**src/rtl/dmc_bank_responder.sv**
```systemverilog
// -----------------------------------------------------------------------------
// dmc_bank_responder
//
// Memory-side responder for the data memory controller. Two banks (A and B)
// of 2^ADDR_W x DATA_W words each serve controller requests. Requests use a
// valid/ready channel. Read responses come back on a fixed-latency channel
// with no backpressure.
//
// After reset the block walks every address and writes zero into both banks
// (INIT). Only then does it start accepting requests (SERVE). This gives
// deterministic power-up contents without resetting the arrays themselves.
//
// Optional feature macro: PARITY_EN
//   When defined, each word stores an even-parity bit. On a write with
//   err_inject_i=1 that bit is stored inverted. Every read checks it.
//   When undefined, no parity is stored and the parity ports are absent.
//
// Parameters
//   ADDR_W  address width per bank (depth = 2^ADDR_W), must be >= 2
//   DATA_W  data word width
//   RD_LAT  read latency in clock edges, legal 1..4
//
// Ports
//   clk_i             clock, everything on posedge
//   rst_i             synchronous reset, active-high
//   req_valid_i       request present
//   req_ready_o       request can be accepted (high only in SERVE)
//   req_bank_i        0 = bank A, 1 = bank B
//   req_we_i          1 = write, 0 = read
//   req_addr_i        word address
//   req_wdata_i       write data
//   rsp_valid_o       one-cycle pulse per returned read
//   rsp_bank_o        bank of the returned read
//   rsp_data_o        read data, holds last value while rsp_valid_o=0
//   init_busy_o       high while the banks are being cleared
//   err_inject_i      (PARITY_EN) store inverted parity on this write
//   rsp_parity_err_o  (PARITY_EN) parity mismatch on the returned read
// -----------------------------------------------------------------------------
module dmc_bank_responder #(
  parameter int ADDR_W = 8,
  parameter int DATA_W = 8,
  parameter int RD_LAT = 2
) (
  input  logic              clk_i,
  input  logic              rst_i,
  input  logic              req_valid_i,
  output logic              req_ready_o,
  input  logic              req_bank_i,
  input  logic              req_we_i,
  input  logic [ADDR_W-1:0] req_addr_i,
  input  logic [DATA_W-1:0] req_wdata_i,
`ifdef PARITY_EN
  input  logic              err_inject_i,
  output logic              rsp_parity_err_o,
`endif
  output logic              rsp_valid_o,
  output logic              rsp_bank_o,
  output logic [DATA_W-1:0] rsp_data_o,
  output logic              init_busy_o
);

  localparam int DEPTH = 1 << ADDR_W;
`ifdef PARITY_EN
  localparam int MEM_W = DATA_W + 1;
`else
  localparam int MEM_W = DATA_W;
`endif

  typedef enum logic [0:0] {
    ST_INIT  = 1'b0,
    ST_SERVE = 1'b1
  } state_e;

  // Even-parity bit of a data word: the word plus this bit has an even number of ones.
  function automatic logic even_par(input logic [DATA_W-1:0] d);
    return ^d;
  endfunction

  // ---------------------------------------------------------------------------
  // Control state
  // ---------------------------------------------------------------------------
  state_e            state_q, state_d;
  logic [ADDR_W-1:0] init_cnt_q, init_cnt_d;
  logic              req_ready_q, req_ready_d;
  logic              init_busy_q, init_busy_d;
  logic              init_we_s;

  // ---------------------------------------------------------------------------
  // Storage and access path
  // ---------------------------------------------------------------------------
  logic [MEM_W-1:0]  mem_a_q [DEPTH];
  logic [MEM_W-1:0]  mem_b_q [DEPTH];

  logic              acc_s;
  logic              rd_fire_s;
  logic              wr_a_s;
  logic              wr_b_s;
  logic [ADDR_W-1:0] wr_addr_s;
  logic [MEM_W-1:0]  wr_word_s;
  logic [MEM_W-1:0]  rd_word_s;
  logic              rd_perr_s;

  // ---------------------------------------------------------------------------
  // Read pipeline; the last stage drives the response outputs directly
  // ---------------------------------------------------------------------------
  logic              pv_q [RD_LAT];
  logic              pb_q [RD_LAT];
  logic [DATA_W-1:0] pd_q [RD_LAT];
  logic              pe_q [RD_LAT];

  // Reset is gated in here so that no request can be committed on a reset edge.
  assign acc_s     = req_valid_i & req_ready_q & ~rst_i;
  assign rd_fire_s = acc_s & ~req_we_i;
  assign rd_word_s = req_bank_i ? mem_b_q[req_addr_i] : mem_a_q[req_addr_i];

`ifdef PARITY_EN
  assign rd_perr_s = even_par(rd_word_s[DATA_W-1:0]) ^ rd_word_s[DATA_W];
`else
  assign rd_perr_s = 1'b0;
`endif

  // FSM state register and registered handshake/status outputs
  always_ff @(posedge clk_i) begin
    if (rst_i) begin
      state_q     <= ST_INIT;
      init_cnt_q  <= '0;
      req_ready_q <= 1'b0;
      init_busy_q <= 1'b1;
    end else begin
      state_q     <= state_d;
      init_cnt_q  <= init_cnt_d;
      req_ready_q <= req_ready_d;
      init_busy_q <= init_busy_d;
    end
  end

  // FSM next state: clear one address per cycle, then serve until reset.
  always_comb begin
    state_d     = state_q;
    init_cnt_d  = init_cnt_q;
    req_ready_d = req_ready_q;
    init_busy_d = init_busy_q;
    init_we_s   = 1'b0;
    case (state_q)
      ST_INIT: begin
        init_we_s  = 1'b1;
        init_cnt_d = init_cnt_q + {{(ADDR_W-1){1'b0}}, 1'b1};
        if (init_cnt_q == {ADDR_W{1'b1}}) begin
          // Last address is cleared on this edge. Ready rises and busy falls together.
          state_d     = ST_SERVE;
          req_ready_d = 1'b1;
          init_busy_d = 1'b0;
        end else begin
          state_d     = ST_INIT;
          req_ready_d = 1'b0;
          init_busy_d = 1'b1;
        end
      end
      ST_SERVE: begin
        state_d     = ST_SERVE;
        req_ready_d = 1'b1;
        init_busy_d = 1'b0;
      end
      default: begin
        state_d     = ST_INIT;
        init_cnt_d  = '0;
        req_ready_d = 1'b0;
        init_busy_d = 1'b1;
      end
    endcase
  end

  // Write port selection: INIT clears both banks, SERVE writes the addressed bank.
  always_comb begin
    wr_a_s    = 1'b0;
    wr_b_s    = 1'b0;
    wr_addr_s = req_addr_i;
`ifdef PARITY_EN
    wr_word_s = {even_par(req_wdata_i) ^ err_inject_i, req_wdata_i};
`else
    wr_word_s = req_wdata_i;
`endif
    if (rst_i) begin
      wr_a_s = 1'b0;
      wr_b_s = 1'b0;
    end else if (init_we_s) begin
      // Zero data has zero parity, so an all-zero word is self-consistent.
      wr_a_s    = 1'b1;
      wr_b_s    = 1'b1;
      wr_addr_s = init_cnt_q;
      wr_word_s = '0;
    end else if (acc_s && req_we_i) begin
      wr_a_s = ~req_bank_i;
      wr_b_s = req_bank_i;
    end else begin
      wr_a_s = 1'b0;
      wr_b_s = 1'b0;
    end
  end

  // Bank A storage (contents are not reset; INIT clears them)
  always_ff @(posedge clk_i) begin
    if (wr_a_s) begin
      mem_a_q[wr_addr_s] <= wr_word_s;
    end
  end

  // Bank B storage (contents are not reset; INIT clears them)
  always_ff @(posedge clk_i) begin
    if (wr_b_s) begin
      mem_b_q[wr_addr_s] <= wr_word_s;
    end
  end

  // Read pipeline: stage 0 captures the array on the accepting edge.
  // Data and bank only advance with a valid entry, so the output stage holds
  // the last returned word. The error flag advances every cycle, so it can
  // only be high together with a valid response.
  always_ff @(posedge clk_i) begin
    if (rst_i) begin
      for (int k = 0; k < RD_LAT; k++) begin
        pv_q[k] <= 1'b0;
        pb_q[k] <= 1'b0;
        pd_q[k] <= '0;
        pe_q[k] <= 1'b0;
      end
    end else begin
      pv_q[0] <= rd_fire_s;
      pe_q[0] <= rd_fire_s & rd_perr_s;
      if (rd_fire_s) begin
        pb_q[0] <= req_bank_i;
        pd_q[0] <= rd_word_s[DATA_W-1:0];
      end
      for (int k = 1; k < RD_LAT; k++) begin
        pv_q[k] <= pv_q[k-1];
        pe_q[k] <= pe_q[k-1];
        if (pv_q[k-1]) begin
          pb_q[k] <= pb_q[k-1];
          pd_q[k] <= pd_q[k-1];
        end
      end
    end
  end

  assign req_ready_o = req_ready_q;
  assign init_busy_o = init_busy_q;
  assign rsp_valid_o = pv_q[RD_LAT-1];
  assign rsp_bank_o  = pb_q[RD_LAT-1];
  assign rsp_data_o  = pd_q[RD_LAT-1];
`ifdef PARITY_EN
  assign rsp_parity_err_o = pe_q[RD_LAT-1];
`endif

endmodule

```
**config.mk**
```make
export PLATFORM = sky130hd
export DESIGN_NAME = dmc_bank_responder
export DESIGN_NICKNAME = d
export VERILOG_FILES = /design/src/rtl/dmc_bank_responder.sv
export SDC_FILE = /design/constraint.sdc
export NUM_CORES = 2
export LEC_CHECK = 0
export BUFFER_PORTS_ARGS = -buffer_cell sky130_fd_sc_hd__buf_2
export CAP_MARGIN = 30
export CORE_AREA = 2 2 501 503
export DETAILED_ROUTE_END_ITERATION = 10
export DIE_AREA = 0 0 503 505
export PLACE_DENSITY = 0.8
export SYNTH_ARGS = -nofsm -noshare
export SYNTH_HDL_FRONTEND = slang
export SYNTH_MEMORY_MAX_BITS = 65536
export SYNTH_SLANG_ARGS = --single-unit
```
**constraint.sdc**
```tcl
create_clock -name clk_i -period 25.6 [get_ports clk_i]
set_clock_uncertainty 0.1 [all_clocks]
set_input_delay 2.56 -clock clk_i [delete_from_list [all_inputs] [get_ports clk_i]]
set_output_delay 2.56 -clock clk_i [all_outputs]
set_load 0.05 [all_outputs]
```
-- Yosys cells after proc, flatten, opt, wreduce, memory -nomap -nowiden
Memories as Yosys holds them, arrays and structs flattened.
Cells that the tools add are included.
W data, S select, Z words.
- flip-flop bits (word level): 10
- latch bits: 0
- RAM bits: 4116
- bits in read-only memories: 0
- input port bits: 21
- output and inout bits: 12
- logic and storage cells: 58
- memories: 5
- memory list (memory ; words ; width ; rd ports ; clocked after memory_dff ; write ports ; line ; text):
    mem_a_q ; 256 ; 8 ; 1 ; 0 ; 1 ; 91 ; logic [MEM_W-1:0] mem_a_q [DEPTH];
    mem_b_q ; 256 ; 8 ; 1 ; 0 ; 1 ; 92 ; logic [MEM_W-1:0] mem_b_q [DEPTH];
    pd_q ; 2 ; 8 ; 2 ; 0 ; 2 ; 108 ; logic [DATA_W-1:0] pd_q [RD_LAT];
    pb_q ; 2 ; 1 ; 2 ; 0 ; 2 ; 107 ; logic pb_q [RD_LAT];
    pv_q ; 2 ; 1 ; 2 ; 0 ; 2 ; 106 ; logic pv_q [RD_LAT];
- add/sub/neg operators: 1
- multipliers: 0
- div/mod/pow operators: 0
- $lt $le $gt $ge: 0
- equal/unequal tests: 1
- shifts and indexed selects: 0
- muxes and demuxes: 34
- bitwise logic cells: 13
- reduce and logical (&&, ||, !) cells: 1
- operators with widths (operator ; number):
    $mux W8 ; 7
    $mux W1 ; 25
    $add A8 B1 Y8 const B ; 1
    $eq A8 B8 Y1 const B ; 1
    $or A1 B1 Y1 ; 6
    $not A1 Y1 ; 4
    $pmux W1 S2 ; 2
    $and A1 B1 Y1 ; 3
    $logic_and A1 B1 Y1 ; 1

-- Longest topological paths before layout
- word-level depth: 8
- gate-level depth with buffers: 14
- depth with buffers taken out: 7

-- Worst setup path after synthesis
OpenSTA, ideal clock, no wires.
- path type: input to register
- start: in rst_i
- end: mem mem_a_q[0][0] in the netlist's numbering, data pin
- library setup time: 1.538 ns
- arrival time: 9.809 ns
- data required time: 23.962 ns
- path slack: 14.153 ns
- stages: 5
- path buffers: 3
- path through: clkbuf_1 -> or2_2 -> clkbuf_1 -> clkbuf_1 -> and2_1
- longest elaborated chain between the ends: 1
- ends and longest elaborated chain (item ; line ; text):
    from (decl) ; 45 ; input logic rst_i,
    $mux W8 ; 183 ; if (rst_i) begin
    named net wr_word_s[0] ; 99 ; logic [MEM_W-1:0] wr_word_s;
    to (decl) ; 91 ;
The timed path passes the listed nets, and every way through them passes these cells.

==> flow_metrics.env <==
export IMPL_status="finished, violations left"
export IMPL_violations="design-rule violations"
export IMPL_cp_required_ns=26.38
export IMPL_port_buffers=32
export IMPL_final_common_cell="edfxtp_1"
export IMPL_r2r_start="req_ready_o"
export IMPL_initial_core_util=0.6483
export IMPL_placed_cell_area_sq_um=164200
export IMPL_drt_iter0_drc=15370
export IMPL_crit_type="primary input to flip-flop"
export IMPL_p_sw_w=0.003024
export IMPL_hold_viol_final=0
export IMPL_ctsResizeCount=0
export IMPL_syn_cell_area_sq_um=160900
export IMPL_slew_viol_final=0
export IMPL_avgSynthCellArea_sq_um=21.66
export IMPL_rsz0062_at_grt="false"
export IMPL_reg2reg_depth=6
export IMPL_max_freq_mhz=116.5
export IMPL_pin_count=33
export IMPL_cts_sink_count=4126
export IMPL_vias_per_cell=7.441
export IMPL_area_delta_synth_final_pct=10.03
export IMPL_min_period_ns=8.584
export IMPL_grt_max_degree=233
export IMPL_cts_htree_levels=5
export IMPL_startpoint="req_addr_i[1]"
export IMPL_synth_top_cell_by_area="edfxtp_1"
export IMPL_power_leakage_nw=55.55
export IMPL_cts_buffer_depth=4
export IMPL_synthCells=7430
export IMPL_numCtsBuffers=400
export IMPL_min_period_over_period=0.3353
export IMPL_p_int_w=0.01087
export IMPL_slew_headroom=0.2071
export IMPL_p_comb_frac=0.051
export IMPL_maxCapViolations=0
export IMPL_finalInstanceArea_sq_um=177000
export IMPL_most_common_layout_cells="edfxtp_1, mux4_2, nor2_1"
export IMPL_regToRegEndpoint="mem_b_q[184][6]"
export IMPL_grtUsageTotal=0.3520
export IMPL_fp_dieW_um=503
export IMPL_nNetsFinal=7640
export IMPL_dp_hpwl_mm=250.0
export IMPL_cts_tree="done"
export IMPL_die_area_sq_um=254000
export IMPL_routedWlPerCell_um=39.45
export IMPL_grt_antenna_before_repair=42
export IMPL_synth_warnings=0
export IMPL_num_vias=83980
export IMPL_path_common_cell="buf_4"
export IMPL_postCtsHoldBufs=0
export IMPL_synthArstFlopShare=0
export IMPL_cp_start_kind="primary input"
export IMPL_core_sq_um=248200
export IMPL_worstSkewPairLatency_ns=1.01
export IMPL_p_seq_frac=0.536
export IMPL_crit_chain="buf_8, buf_4, buf_4, buf_12, buf_4, buf_12, mux4_2, mux2i_1, a22o_1, a2111oi_0, o221ai_1, o311ai_0, buf_4, a32o_1"
export IMPL_syn_num_nets=7452
export IMPL_worstSetupEndpointType="flip-flop"
export IMPL_clock_root_buffer="clkbuf_16"
export IMPL_route_detailed_drc=1
export IMPL_worstPathArrival_ns=9.36
export IMPL_synth_top_area_frac=0.7678
export IMPL_critPathCapture="pd_q[0][1]"
export IMPL_setup_violations=0
export IMPL_netlist_cell_type_count=86
export IMPL_postCtsSetupBuffers=0
export IMPL_power_frac_clock=0.413
export IMPL_yosys_register_bits=4126
export IMPL_clk_pin_slew_worst_paths_ns=0.06
export IMPL_place_congestion=0.9556
export IMPL_overflow=0
export IMPL_drt_wl_total_mm=445.2
export IMPL_ir_drop_uv=64.15
export IMPL_rows=183
export IMPL_die_y_um=505
export IMPL_netlist_top_cells_area="edfxtp_1, mux4_2, mux2i_1, nor2_1, mux4_1"
export IMPL_antenna_left=0
export IMPL_hp_class="flip-flop to flip-flop"
export IMPL_grt_pass1_wl_mm=624.4
export IMPL_fin_tns_setup_ns=0
export IMPL_max_stage_delay_ns=0.80
export IMPL_p_sw_frac=0.2177
export IMPL_tightestPinTransition_ns=1.175
export IMPL_seq_area_frac_synth=0.7693
export IMPL_dr_pass1_iters=11
export IMPL_critPathSlowestCell="a2111oi_0"
export IMPL_fin_hold_ws_ns=0.4406
export IMPL_grt_pass1_vias=83120
export IMPL_drive_gt1_frac=0.2321
export IMPL_rrSetupSlack_ns=20.54
export IMPL_synth_main_ff_cell="edfxtp_1"
export IMPL_power_density_nw_per_um2=78.46
export IMPL_synth_edff_count=4114
export IMPL_critPathMaxFanout=108
worst min path at each step:
stage,start,end,cells past startpoint
final,pd_q[0][1],pd_q[0][9],1
after floorplan,pv_q[0][0],pv_q[0][1],2
after detailed placement,pb_q[0][0],pb_q[0][1],1
after CTS,pd_q[0][3],pd_q[0][11],1
after global routing,pd_q[0][3],pd_q[0][11],1
after global placement,pd_q[0][1],pd_q[0][9],1
logic make-up (layout without fill, tap and decap cells):
| family | Yosys count | in the layout | synth area share |
|---|---|---|---|
| XOR/XNOR | 7 | 7 | 0.0003810 |
| buffers and inverters | 462 | 954 | 0.01926 |
| AO/OA/AOI/OAI | 551 | 551 | 0.02403 |
| flip-flops | 4126 | 4126 | 0.7693 |
| AND/OR/NAND/NOR | 959 | 959 | 0.02554 |
| adder cells (fa/ha/maj) | 1 | 1 | 0.00007775 |
| other | 0 | 34 | 0 |
| multiplexers | 1324 | 1324 | 0.1614 |
power by group through the flow:
stage	Combinational [W]	Clock (W)	Sequential [W]
floorplan	0.000417	0	0.00764
global placement	0.000643	0	0.00759
detailed placement	0.000662	0	0.00759
CTS	0.000675	0.00571	0.00744
global route	0.000720	0.00596	0.00744
finish	0.000711	0.00574	0.00744
sequential cells by signal, indices dropped and copies added (netlist names):
| signal | cells |
|---|---|
| init_cnt_q | 8 |
| pd_q | 16 |
| req_ready_o | 1 |
| mem_a_q | 2048 |
| mem_b_q | 2048 |
| init_busy_o | 1 |
| pb_q | 2 |
| pv_q | 2 |
synthesized netlist by cell type (16+ instances only):
master    count
a211oi_1     33
a21oi_1      79
a221oi_1     17
a22oi_1      62
and2_1       25
buf_1        26
buf_12       18
buf_2       132
buf_4        55
buf_6        46
buf_8        27
clkbuf_1    141
edfxtp_1   4114
mux2_2       20
mux2i_1     304
mux4_1       50
mux4_2      950
nand2_1     153
nand3_1      78
nor2_1      573
nor2b_1      16
nor3_1       31
o211ai_1     21
o21ai_0      69
o221ai_1     74
o22ai_1      92
routing by layer:
metal  vias up  part of all wire  global-route usage
met5         -           0.00080                   0
met4        44             0.070              0.2005
met3      1656              0.15              0.1281
met2      7886              0.46              0.5137
met1     42820              0.32              0.4641
li1      31580                 -                   -
cell type report:
cell class / instances / area, sq um
clock buffers: 491 / 10480
diodes: 34 / 85.08
multi-input cells: 2842 / 34260
inverters: 9 / 46.29
well taps: 3330 / 4167
fillers: 13310 / 71150
flip-flops and latches: 4126 / 123800
repair buffers: 239 / 2342
clock inverters: 215 / 1891
stage by stage:
step / util / cells / worst slack [ns] / power, W
floorplan: - / 7430 / 14.15 / 0.008056
global placement: 0.6603 / 10510 / 16.46 / 0.008230
detailed placement: 0.6614 / 10520 / 16.41 / 0.008251
CTS: 0.7112 / 11230 / 17.35 / 0.01383
global route: 0.7130 / 11250 / 17.02 / 0.01412
finish: 0.7133 / 11290 / 17.02 / 0.01389
critical path, delay by kind of cell:
kind                   cells  cell delay [ns]
AO/OA/AOI/OAI              5             2.08
multiplexers               2             0.44
buffers and inverters      7             3.76
No activity file was read; power rests on OpenSTA's default activity.
